<file path="src/rtl/int_to_float_seq.sv">
`default_nettype none
// ============================================================================
//  Module   : int_to_float_seq
//  Purpose  : Sequential two's-complement integer to small float converter.
//             Takes a DW-bit integer and returns sign / EW-bit exponent /
//             FW-bit significand (value = F * 2^E, no hidden bit). It shifts
//             the magnitude right once per clock until it fits in FW bits.
//             Results that are too large saturate to E=EMAX, F=all ones.
//  Options  : ITF_ROUND_EN - when defined, the result is rounded half up
//             using the last bit shifted out, and F is renormalised if the
//             rounding overflows it. When undefined, extra bits are truncated.
//  Revision : 1.0 - initial release
// ============================================================================
module int_to_float_seq #(
    parameter int DW = 12,
    parameter int EW = 3,
    parameter int FW = 4
) (
    input  logic          clk,
    input  logic          rst_n,
    input  logic          in_valid,
    output logic          in_ready,
    input  logic [DW-1:0] D,
    output logic          out_valid,
    input  logic          out_ready,
    output logic          S,
    output logic [EW-1:0] E,
    output logic [FW-1:0] F
);

    localparam int c_CW = $clog2(DW) + 1;

    localparam logic [1:0] c_IDLE  = 2'd0;
    localparam logic [1:0] c_NORM  = 2'd1;
    localparam logic [1:0] c_ROUND = 2'd2;
    localparam logic [1:0] c_DONE  = 2'd3;

    localparam logic [c_CW-1:0] c_ECNT_ONE = {{(c_CW-1){1'b0}}, 1'b1};
    localparam logic [c_CW-1:0] c_EMAX     = {{(c_CW-EW){1'b0}}, {EW{1'b1}}};
    localparam logic [DW-1:0]   c_D_ONE    = {{(DW-1){1'b0}}, 1'b1};
    localparam logic [FW-1:0]   c_F_ONES   = {FW{1'b1}};

    logic [1:0]      r_state;
    logic            r_sign;
    logic [DW-1:0]   r_mag;
    logic [c_CW-1:0] r_ecnt;
    logic            r_out_valid;
    logic            r_s;
    logic [EW-1:0]   r_e;
    logic [FW-1:0]   r_f;
`ifdef ITF_ROUND_EN
    localparam logic [FW-1:0] c_F_HALF = {1'b1, {(FW-1){1'b0}}};
    logic            r_rbit;
    logic [FW:0]     w_fsum;
`endif

    logic [DW-1:0]   w_abs;
    logic            w_too_big;
    logic [c_CW-1:0] w_eadj;
    logic [FW-1:0]   w_fnorm;
    logic            w_sat;
    logic [EW-1:0]   w_e;
    logic [FW-1:0]   w_f;

    // The most negative input maps to 2^(DW-1), which still fits as unsigned.
    assign w_abs     = D[DW-1] ? (~D + c_D_ONE) : D;
    assign w_too_big = |r_mag[DW-1:FW];

    // Significand and exponent produced in ROUND, with saturation applied.
    always_comb begin
`ifdef ITF_ROUND_EN
        w_fsum = {1'b0, r_mag[FW-1:0]} + {{FW{1'b0}}, r_rbit};
        if (w_fsum[FW]) begin
            w_fnorm = c_F_HALF;
            w_eadj  = r_ecnt + c_ECNT_ONE;
        end else begin
            w_fnorm = w_fsum[FW-1:0];
            w_eadj  = r_ecnt;
        end
`else
        w_fnorm = r_mag[FW-1:0];
        w_eadj  = r_ecnt;
`endif
        w_sat = (w_eadj > c_EMAX);
        w_e   = w_sat ? c_EMAX[EW-1:0] : w_eadj[EW-1:0];
        w_f   = w_sat ? c_F_ONES       : w_fnorm;
    end

    // Control FSM and datapath registers; reset aborts any conversion.
    always_ff @(posedge clk or negedge rst_n) begin
        if (!rst_n) begin
            r_state     <= c_IDLE;
            r_sign      <= 1'b0;
            r_mag       <= '0;
            r_ecnt      <= '0;
            r_out_valid <= 1'b0;
            r_s         <= 1'b0;
            r_e         <= '0;
            r_f         <= '0;
`ifdef ITF_ROUND_EN
            r_rbit      <= 1'b0;
`endif
        end else begin
            case (r_state)
                c_IDLE: begin
                    if (in_valid) begin
                        r_sign  <= D[DW-1];
                        r_mag   <= w_abs;
                        r_ecnt  <= '0;
`ifdef ITF_ROUND_EN
                        r_rbit  <= 1'b0;
`endif
                        r_state <= c_NORM;
                    end
                end
                c_NORM: begin
                    if (w_too_big) begin
`ifdef ITF_ROUND_EN
                        r_rbit <= r_mag[0];
`endif
                        r_mag  <= r_mag >> 1;
                        r_ecnt <= r_ecnt + c_ECNT_ONE;
                    end else begin
                        r_state <= c_ROUND;
                    end
                end
                c_ROUND: begin
                    r_s         <= r_sign;
                    r_e         <= w_e;
                    r_f         <= w_f;
                    r_out_valid <= 1'b1;
                    r_state     <= c_DONE;
                end
                c_DONE: begin
                    if (out_ready) begin
                        r_out_valid <= 1'b0;
                        r_state     <= c_IDLE;
                    end
                end
                default: r_state <= c_IDLE;
            endcase
        end
    end

    assign in_ready  = (r_state == c_IDLE);
    assign out_valid = r_out_valid;
    assign S         = r_s;
    assign E         = r_e;
    assign F         = r_f;

endmodule
`default_nettype wire

</file>
<file path="config.mk">
export PLATFORM = sky130hd
export DESIGN_NAME = int_to_float_seq
export DESIGN_NICKNAME = d
export VERILOG_FILES = /design/src/rtl/int_to_float_seq.sv
export SDC_FILE = /design/constraint.sdc
export NUM_CORES = 1
export LEC_CHECK = 0
export CELL_PAD_IN_SITES_DETAIL_PLACEMENT = 1
export CELL_PAD_IN_SITES_GLOBAL_PLACEMENT = 2
export CORE_MARGIN = 2
export CORE_UTILIZATION = 30
export DETAILED_ROUTE_END_ITERATION = 16
export PLACE_DENSITY = 0.7
export SLEW_MARGIN = 25
export SYNTH_ARGS = -nofsm -noshare
export SYNTH_HDL_FRONTEND = slang
export SYNTH_SLANG_ARGS = --single-unit
</file>
<file path="constraint.sdc">
create_clock -name clk -period 1.7 [get_ports clk]
set_input_delay 0.17 -clock clk [delete_from_list [all_inputs] [get_ports clk]]
set_output_delay 0.17 -clock clk [all_outputs]
set_load 0.005 [all_outputs]
</file>
**Word-level counts from Yosys, hierarchy flattened**

Cells that the tools add are included.

- Output and inout bits: 10
- Logic and storage cells: 42
- Bits in registers: 29
- Input bits: 16

- $lt $le $gt $ge: 1
- Bitwise logic cells: 1
- $add $sub $neg: 2
- Reductions and logical operators: 8
- Mux-type cells: 15
- Eq/ne operators: 7

Operators with widths:

| kind | number |
|---|---|
| 12-bit 2-to-1 mux | 3 |
| 12-bit case mux with 2 select lines | 1 |
| 12-bit by 1-bit adder with 12-bit output (second input constant) | 1 |
| 12-bit inverter | 1 |
| 5-bit 2-to-1 mux | 2 |
| 5-bit case mux with 2 select lines | 1 |
| 2-bit != test (second input constant) | 4 |
| 2-bit case mux with 4 select lines | 1 |
| 8-bit OR reduction | 1 |
| 2-bit 2-to-1 mux | 3 |
| 3-bit AND reduction | 2 |
| 5-bit by 1-bit adder with 5-bit output (second input constant) | 1 |
| 5-bit by 3-bit greater-than comparator with 1-bit output (second input constant) | 1 |
| 2-bit == test (second input constant) | 2 |
| 4-bit 2-to-1 mux | 1 |
| 2-bit AND reduction | 2 |
| 2-bit nonzero test | 2 |
| 3-bit 2-to-1 mux | 1 |
| 2-bit by 1-bit == test with 1-bit output (second input constant) | 1 |
| 2-bit zero test | 1 |
| 1-bit case mux with 2 select lines | 1 |
| 1-bit 2-to-1 mux | 1 |

**Logic depth before layout (Yosys ltp)**

Gate-level depths: netlist of run 1.

- Depth after elaboration: 5
- Mapped depth: 9
- Mapped depth without buffers: 6

**Worst setup path after synthesis of run 1**

No wires, ideal clock.

- Path kind: reg-to-reg
- From: register r_state[0]
- To: register r_mag[10]
- Cell stages (with the launch flop): 7
- Data required time: 1575 ps
- Slack: -198 ps
- Clock period less this slack: 1898 ps
- Library setup time: 125 ps
- Arrival: 1773 ps
- Buffers on the path: 1
- Cells stage by stage: dfrtp_1 > inv_1 > ha_1 > mux2i_1 > a31o_2 > buf_2 > mux2_2

- Longest elaborated chain between the ends: 3
- Elaborated cells between the ends (all ways): 7
- Those cells by class: eq/ne: 3; mux: 1; reduce/logical: 3

RTL lines:

| what | line | RTL |
|---|---|---|
| start: declaration | 43 | `logic [1:0] r_state;` |
| start signal: assignment | 92 | `r_state <= c_IDLE;` |
| start signal: assignment | 113 | `r_state <= c_NORM;` |
| start signal: assignment | 124 | `r_state <= c_ROUND;` |
| 2-bit zero test * | -- |  |
| net in_ready | 22 | `output logic in_ready,` |
| 2-bit != test (no source line) or 2-bit nonzero test (tied branches) | -- |  |
| 3-bit AND reduction (no source line) | -- |  |
| end signal: assignment | 108 | `r_mag <= w_abs;` |
| end signal: assignment | 121 | `r_mag <= r_mag >> 1;` |
| end: declaration | 45 | `logic [DW-1:0] r_mag;` |

The timed path passes the listed nets; every way through them passes the cells marked *.
A chain may end at the register's enable or synchronous reset.

**Worst setup path after layout of run 1**

- From: register r_state[0]
- To: register r_ecnt[2]

- Longest elaborated chain between the ends: 3
- Elaborated cells between the ends (all ways): 7
- Those cells by class: eq/ne: 3; mux: 1; reduce/logical: 3

RTL lines:

| what | line | RTL |
|---|---|---|
| 2-bit by 1-bit == test with 1-bit output or 2-bit zero test (tied branches) | 104 | `case (r_state)` |
| 2-bit != test (no source line) or 2-bit nonzero test (tied branches) | -- |  |
| 3-bit AND reduction (no source line) | -- |  |
| end signal: assignment | 122 | `r_ecnt <= r_ecnt + c_ECNT_ONE;` |
| end: declaration | 46 | `logic [c_CW-1:0] r_ecnt;` |

Parallel ways exist; a longest one is shown, timed or not.

==> results.toml, run 1 <==
[logic_synthesis]
synth-seq-area-share_pct = 42.8
synthTopCellsByArea = "dfrtp_1, ha_1, mux2i_1"
avgSynthCellArea_um2 = 9.97
syn_nets = 193
ys_seq_elements = 29
synth_flop_cell = "dfrtp_1"
synth-adder-area-share_pct = 5.17
synth_cell_types = 50
synth_top_area_cell = "dfrtp_1"
yosys.area_share.simple_pct = 17.9
synth_edf_count = 0
synth_top_area_share_pct = 42.8
synth_top_family_by_area = "compound AO/OA/AOI/OAI gates"
synth-xor-area-share_pct = 2.07
yosys_warnings = 0
netlist_area_mm2 = 0.00170
syn_inst = 170
synthMuxAreaShare_pct = 8.34
synth-compound-area-share_pct = 19.9
async_flop_share_pct = 100

[route]
wl_per_cell_um = 16.3
finalWirelength_um = 5200
drc = 0
drt_iter0_markers = 32
postRouteAntennaNets = 0
num_vias = 1662
drt-pass1-iter-count = 4
drt-vias-per-instance = 5.23

[setup_path]
setup.worst_path.end_class = "register"
crit_fanout = 6
cp.arrival_ps = 1950
critical_path_class = "reg2reg"
worstPathRequired_ps = 1900
cp-start-kind = "register"

[global_routing]
grt.overflow.total = 0
antenna_found_initial = 0
grt_pass1_vias = 1774
grt_max_degree = 30
grt_pass1_wl_um = 8140
grtUsageTotal_pct = 16.4

[clock_tree]
h-tree-depth = 2
insertion_delay_ps = 270
clk_path_buf_depth = 2
cts_root_buf = "clkbuf_8"
clk_pin_slew_ps = 60
cts_buffers = 5
cts_tree = "built"
postCtsHoldBufs = 0
cts.sinks = 29

[floorplanning]
chipWidth_um = 79.2
die_h_um = 79.2
core_mm2 = 0.00547
ioPinCount = 26
initial_utilization_pct = 31.0
die_area_mm2 = 0.00627
row_count = 27

[place]
io_buffer_count = 25
placed_area_mm2 = 0.00235
place.gp.congestion = 0.808
dpl.hpwl_um = 3790

[timing]
timing.fmax_ghz = 0.572
hold_viol_final = 0
slew_viol_final = 0
period_share_pct = 103
setup_viol = 4
min_period_ps = 1750
skew_ps = 5.71
worstMarginPinSlew_ps = 394
rsz0062_at_grt = "true"
maxSlewHeadroom_pct = 73.7
setup_ws_ps = -49.5

[cells_and_area]
area_growth_pct = 61.3
final_common_cell = "buf_4"
drive_gt1_share_pct = 39.4
antenna_cells = 0
layout.nets = 270
utilization_pct = 50.0
fin_area_mm2 = 0.00274
most-common-layout-cells = "buf_4, dfrtp_1, clkdlybuf4s50_1, nand2_1, o21ai_0"

[run_status]
status = "finished with violations"
violations = "setup timing"

[power]
ir_drop_v = 0.000494
p_leak_nw = 1.22
power.density_mw_per_mm2 = 1700

[flow_run]
drv_cap = 0

[hold_path]
hold_class = "in2async"
-- layer usage --
metal / global-route usage (%) / up-vias / part of all wire [%]
li1: - / 780 / -
met1: 19.0 / 837 / 42
met2: 30.8 / 39 / 55
met3: 2.73 / 6 / 2.5
met4: 5.00 / 0 / 0.98
met5: 0 / - / 0
-- cell usage after synthesis, types with 2 or more instances --
library cell and instances:
nor3b_1 4, o22a_1 7, or3_1 4, xor2_1 2
clkbuf_1 4, o31ai_1 5, o21ai_0 10, dfrtp_1 29
a21oi_1 7, ha_1 7, nor2b_1 2, nor4_1 2
a22o_1 2, buf_2 2, a31oi_1 2, xnor2_1 2
mux2_2 5, nand2_1 15, mux2i_1 7, nand3_1 5
nand2b_1 5, or4_1 2, inv_1 7, nor2_1 7
-- final timing paths --
check	startpoint	cells past startpoint	end	slack, ps
setup / recovery	r_state[0]$_DFFE_PN0P_	7	r_ecnt[2]$_DFFE_PN0P_	-50
hold / removal	rst_n	2	r_state[0]$_DFFE_PN0P_	290
setup reg to reg	r_state[0]$_DFFE_PN0P_	7	r_ecnt[2]$_DFFE_PN0P_	-50
hold reg to reg	r_mag[0]$_DFFE_PN0P_	1	F[0]$_DFFE_PN0P_	490
max in group asynchronous	rst_n	2	r_mag[3]$_DFFE_PN0P_	1120
min in group clk	D[0]	4	r_mag[0]$_DFFE_PN0P_	360
-- power by group --
part | switching [mW] | internal (mW) | leakage [nW]
Sequential | 0.290 | 1.02 | 0.352
Clock | 0.252 | 0.269 | 0.0399
Combinational | 1.19 | 1.64 | 0.826
-- flip-flops by register name, indices dropped and copies added (netlist names) --
signal and cells:
r_state 2, r_sign 1, F 4, r_ecnt 5
E 3, out_valid 1, S 1, r_mag 12
-- cell type report --
cell class	count	area (um2)
fill	616	2740
multi-input combinational	126	1110
sequential	29	726
timing repair buffer	78	709
tap	72	90.1
clock buffer	5	68.8
inverter	7	26.3
clock inverter	1	5.00
-- cell families (layout without fill, tap and decap cells) --
family / count (synthesis) / after routing
and+or+nand+nor: 54 / 54
DFF: 29 / 29
AOI/OAI and AO/OA: 48 / 48
muxes: 13 / 13
xor gates and xnor gates: 4 / 4
adders and majority gates: 7 / 7
buffers and inverters: 15 / 91
-- what timing repair did --
| action | in CTS | in global routing |
|---|---|---|
| gates cloned | 0 | 1 |
| buffers inserted | 3 | 8 |
| resized for setup | 20 | 26 |
| pin swaps | 8 | 11 |
| endpoints found under the setup margin | 16 | 20 |
-- through the flow --
stage                     instances  hold WS [ps]  setup TNS, ps  setup WS (ps)  total power [mW]
after floorplan                 170          -126         -0.230         -0.230              2.49
after global placement          300           480          -2210           -341              3.46
after detailed placement        300           483          -2870           -420              3.61
after CTS                       309           307           -112          -42.2              4.31
after global routing            318           327           -419          -80.4              4.97
final                           318           294           -102          -49.5              4.66
-- critical path: stages (launching register included) --
cell and delay (ps):
dfrtp_1 420, inv_2 70, ha_4 180, mux2i_4 190, a31o_4 230, buf_6 130, or3_4 320, a21oi_2 130
(Power assumes the default switching activity.)
==> run 2, diff against run 1 <==
--- a/config.mk
+++ b/config.mk
@@ -7,10 +7,12 @@
 export LEC_CHECK = 0
 export CELL_PAD_IN_SITES_DETAIL_PLACEMENT = 1
 export CELL_PAD_IN_SITES_GLOBAL_PLACEMENT = 2
-export CORE_MARGIN = 2
+export CORE_MARGIN = 5
 export CORE_UTILIZATION = 30
+export CTS_CLUSTER_SIZE = 10
 export DETAILED_ROUTE_END_ITERATION = 16
 export PLACE_DENSITY = 0.7
+export RECOVER_POWER = 100
 export SLEW_MARGIN = 25
 export SYNTH_ARGS = -nofsm -noshare
 export SYNTH_HDL_FRONTEND = slang
==> results.toml, run 2 (same netlist as run 1, synthesis figures left out) <==
[route]
num_vias = 1640
postRouteAntennaNets = 0
drt-vias-per-instance = 5.06
drt-pass1-iter-count = 4
wl_per_cell_um = 16.5
drt_iter0_markers = 50
finalWirelength_um = 5330
drc = 0

[cells_and_area]
area_growth_pct = 59.9
largest-register = "r_mag"
drive_gt1_share_pct = 39.7
fin_cells = 324
most-common-layout-cells = "buf_4, dfrtp_1, nand2_1, clkdlybuf4s50_1, dlygate4sd3_1"
utilization_pct = 49.2
largest_reg_flops = 12
layout.nets = 275
final_common_cell = "buf_4"
antenna_cells = 0

[floorplanning]
ioPinCount = 26
core_mm2 = 0.00551
row_count = 27
initial_utilization_pct = 30.8
die_h_um = 85.2
chipWidth_um = 85.2
die_area_mm2 = 0.00725

[power]
ir_drop_v = 0.000520
power.density_mw_per_mm2 = 1730
p_leak_nw = 1.19

[global_routing]
grtUsageTotal_pct = 15.6
grt.met3_usage_pct = 2.33
antenna_found_initial = 0
grt_max_degree = 30
grt_pass1_vias = 1890
grt.overflow.total = 0
busiest_layer = "met2"
use_met1_pct = 18.7
use_met2_pct = 28.2
grt_pass1_wl_um = 9160

[timing]
timing.fmax_ghz = 0.560
setup_ws_ps = -86.5
worstMarginPinSlew_ps = 745
setup_viol = 5
slew_viol_final = 0
period_share_pct = 105
skew_ps = 3.65
worst_hold_slack_ps = 429
rsz0062_at_grt = "true"
min_period_ps = 1790
hold_viol_final = 0
maxSlewHeadroom_pct = 50.3

[clock_tree]
h-tree-depth = 2
postCtsHoldBufs = 0
cts_buffers = 5
cts_root_buf = "clkbuf_8"
cts.sinks = 29
cts_tree = "built"
clk_path_buf_depth = 2
insertion_delay_ps = 280
clk_pin_slew_ps = 60

[setup_path]
cp.arrival_ps = 1990
cp-start-kind = "register"
crit_fanout = 5
setup.worst_path.end_class = "register"
worstPathRequired_ps = 1910
critical_path_class = "reg2reg"

[place]
place_ws_ps = -434
placedCellCount = 302
place.gp.congestion = 0.792
dpl.hpwl_um = 3910
io_buffer_count = 25

[flow_run]
drv_cap = 0

[hold_path]
hold_class = "in2reg"

[run_status]
status = "finished with violations"
violations = "setup timing"
==> run 2: metrics by stage <==
stage / setup TNS, ps / area [um2] / power, mW
after detailed placement: -2720 / 2360 / 3.59
after floorplan: -0.230 / 1740 / 2.49
after CTS: -168 / 2620 / 4.56
after global routing: -1120 / 2710 / 5.05
final: -258 / 2710 / 4.69
after global placement: -2080 / 2360 / 3.43
==> run 2: path summary, 6_finish.rpt <==
kind | startpoint | end | slack [ps] | depth (start not counted)
max in group asynchronous | rst_n | r_mag[4]$_DFFE_PN0P_ | 690 | 2
min reg2reg | S$_DFFE_PN0P_ | S$_DFFE_PN0P_ | 500 | 1
min in group asynchronous | rst_n | r_ecnt[4]$_DFFE_PN0P_ | 490 | 2
min | D[0] | r_mag[0]$_DFFE_PN0P_ | 430 | 4
max reg2reg | r_state[0]$_DFFE_PN0P_ | r_ecnt[3]$_DFFE_PN0P_ | -90 | 8
max | r_state[0]$_DFFE_PN0P_ | r_ecnt[3]$_DFFE_PN0P_ | -90 | 8
==> run 2: cell type report <==
cell class	instances	area (um2)
Tap cell	72	90.1
Inverter	7	28.8
Multi-Input combinational cell	126	1060
Timing Repair Buffer	83	713
Fill cell	625	2800
Sequential cell	29	727
Clock buffer	7	86.3
==> run 2: layer usage <==
metal  up-vias  routed length (um)
met2        28                2860
met5         -                   0
met3         4                 115
met4         0                  38
met1       817                2320
li1        791                   -
==> run 2: what timing repair did <==
action / 4_1_cts / 5_1_grt
resized for setup: 27 / 19
buffers inserted: 10 / 6
pin swaps: 10 / 8
setup endpoints to repair: 17 / 24
==> run 2: critical path, stage by stage (launching register included) <==
cell and delay, ps:
dfrtp_1 370, buf_6 120, inv_4 40, ha_4 170, mux2i_4 190, a31o_4 230
buf_6 130, or3_4 320, a21oi_2 140
==> run 2: power by group <==
group          switching [mW]  leakage, nW  internal [mW]
sequential              0.281        0.351           1.02
combinational            1.19        0.792           1.63
clock                   0.247       0.0443          0.320
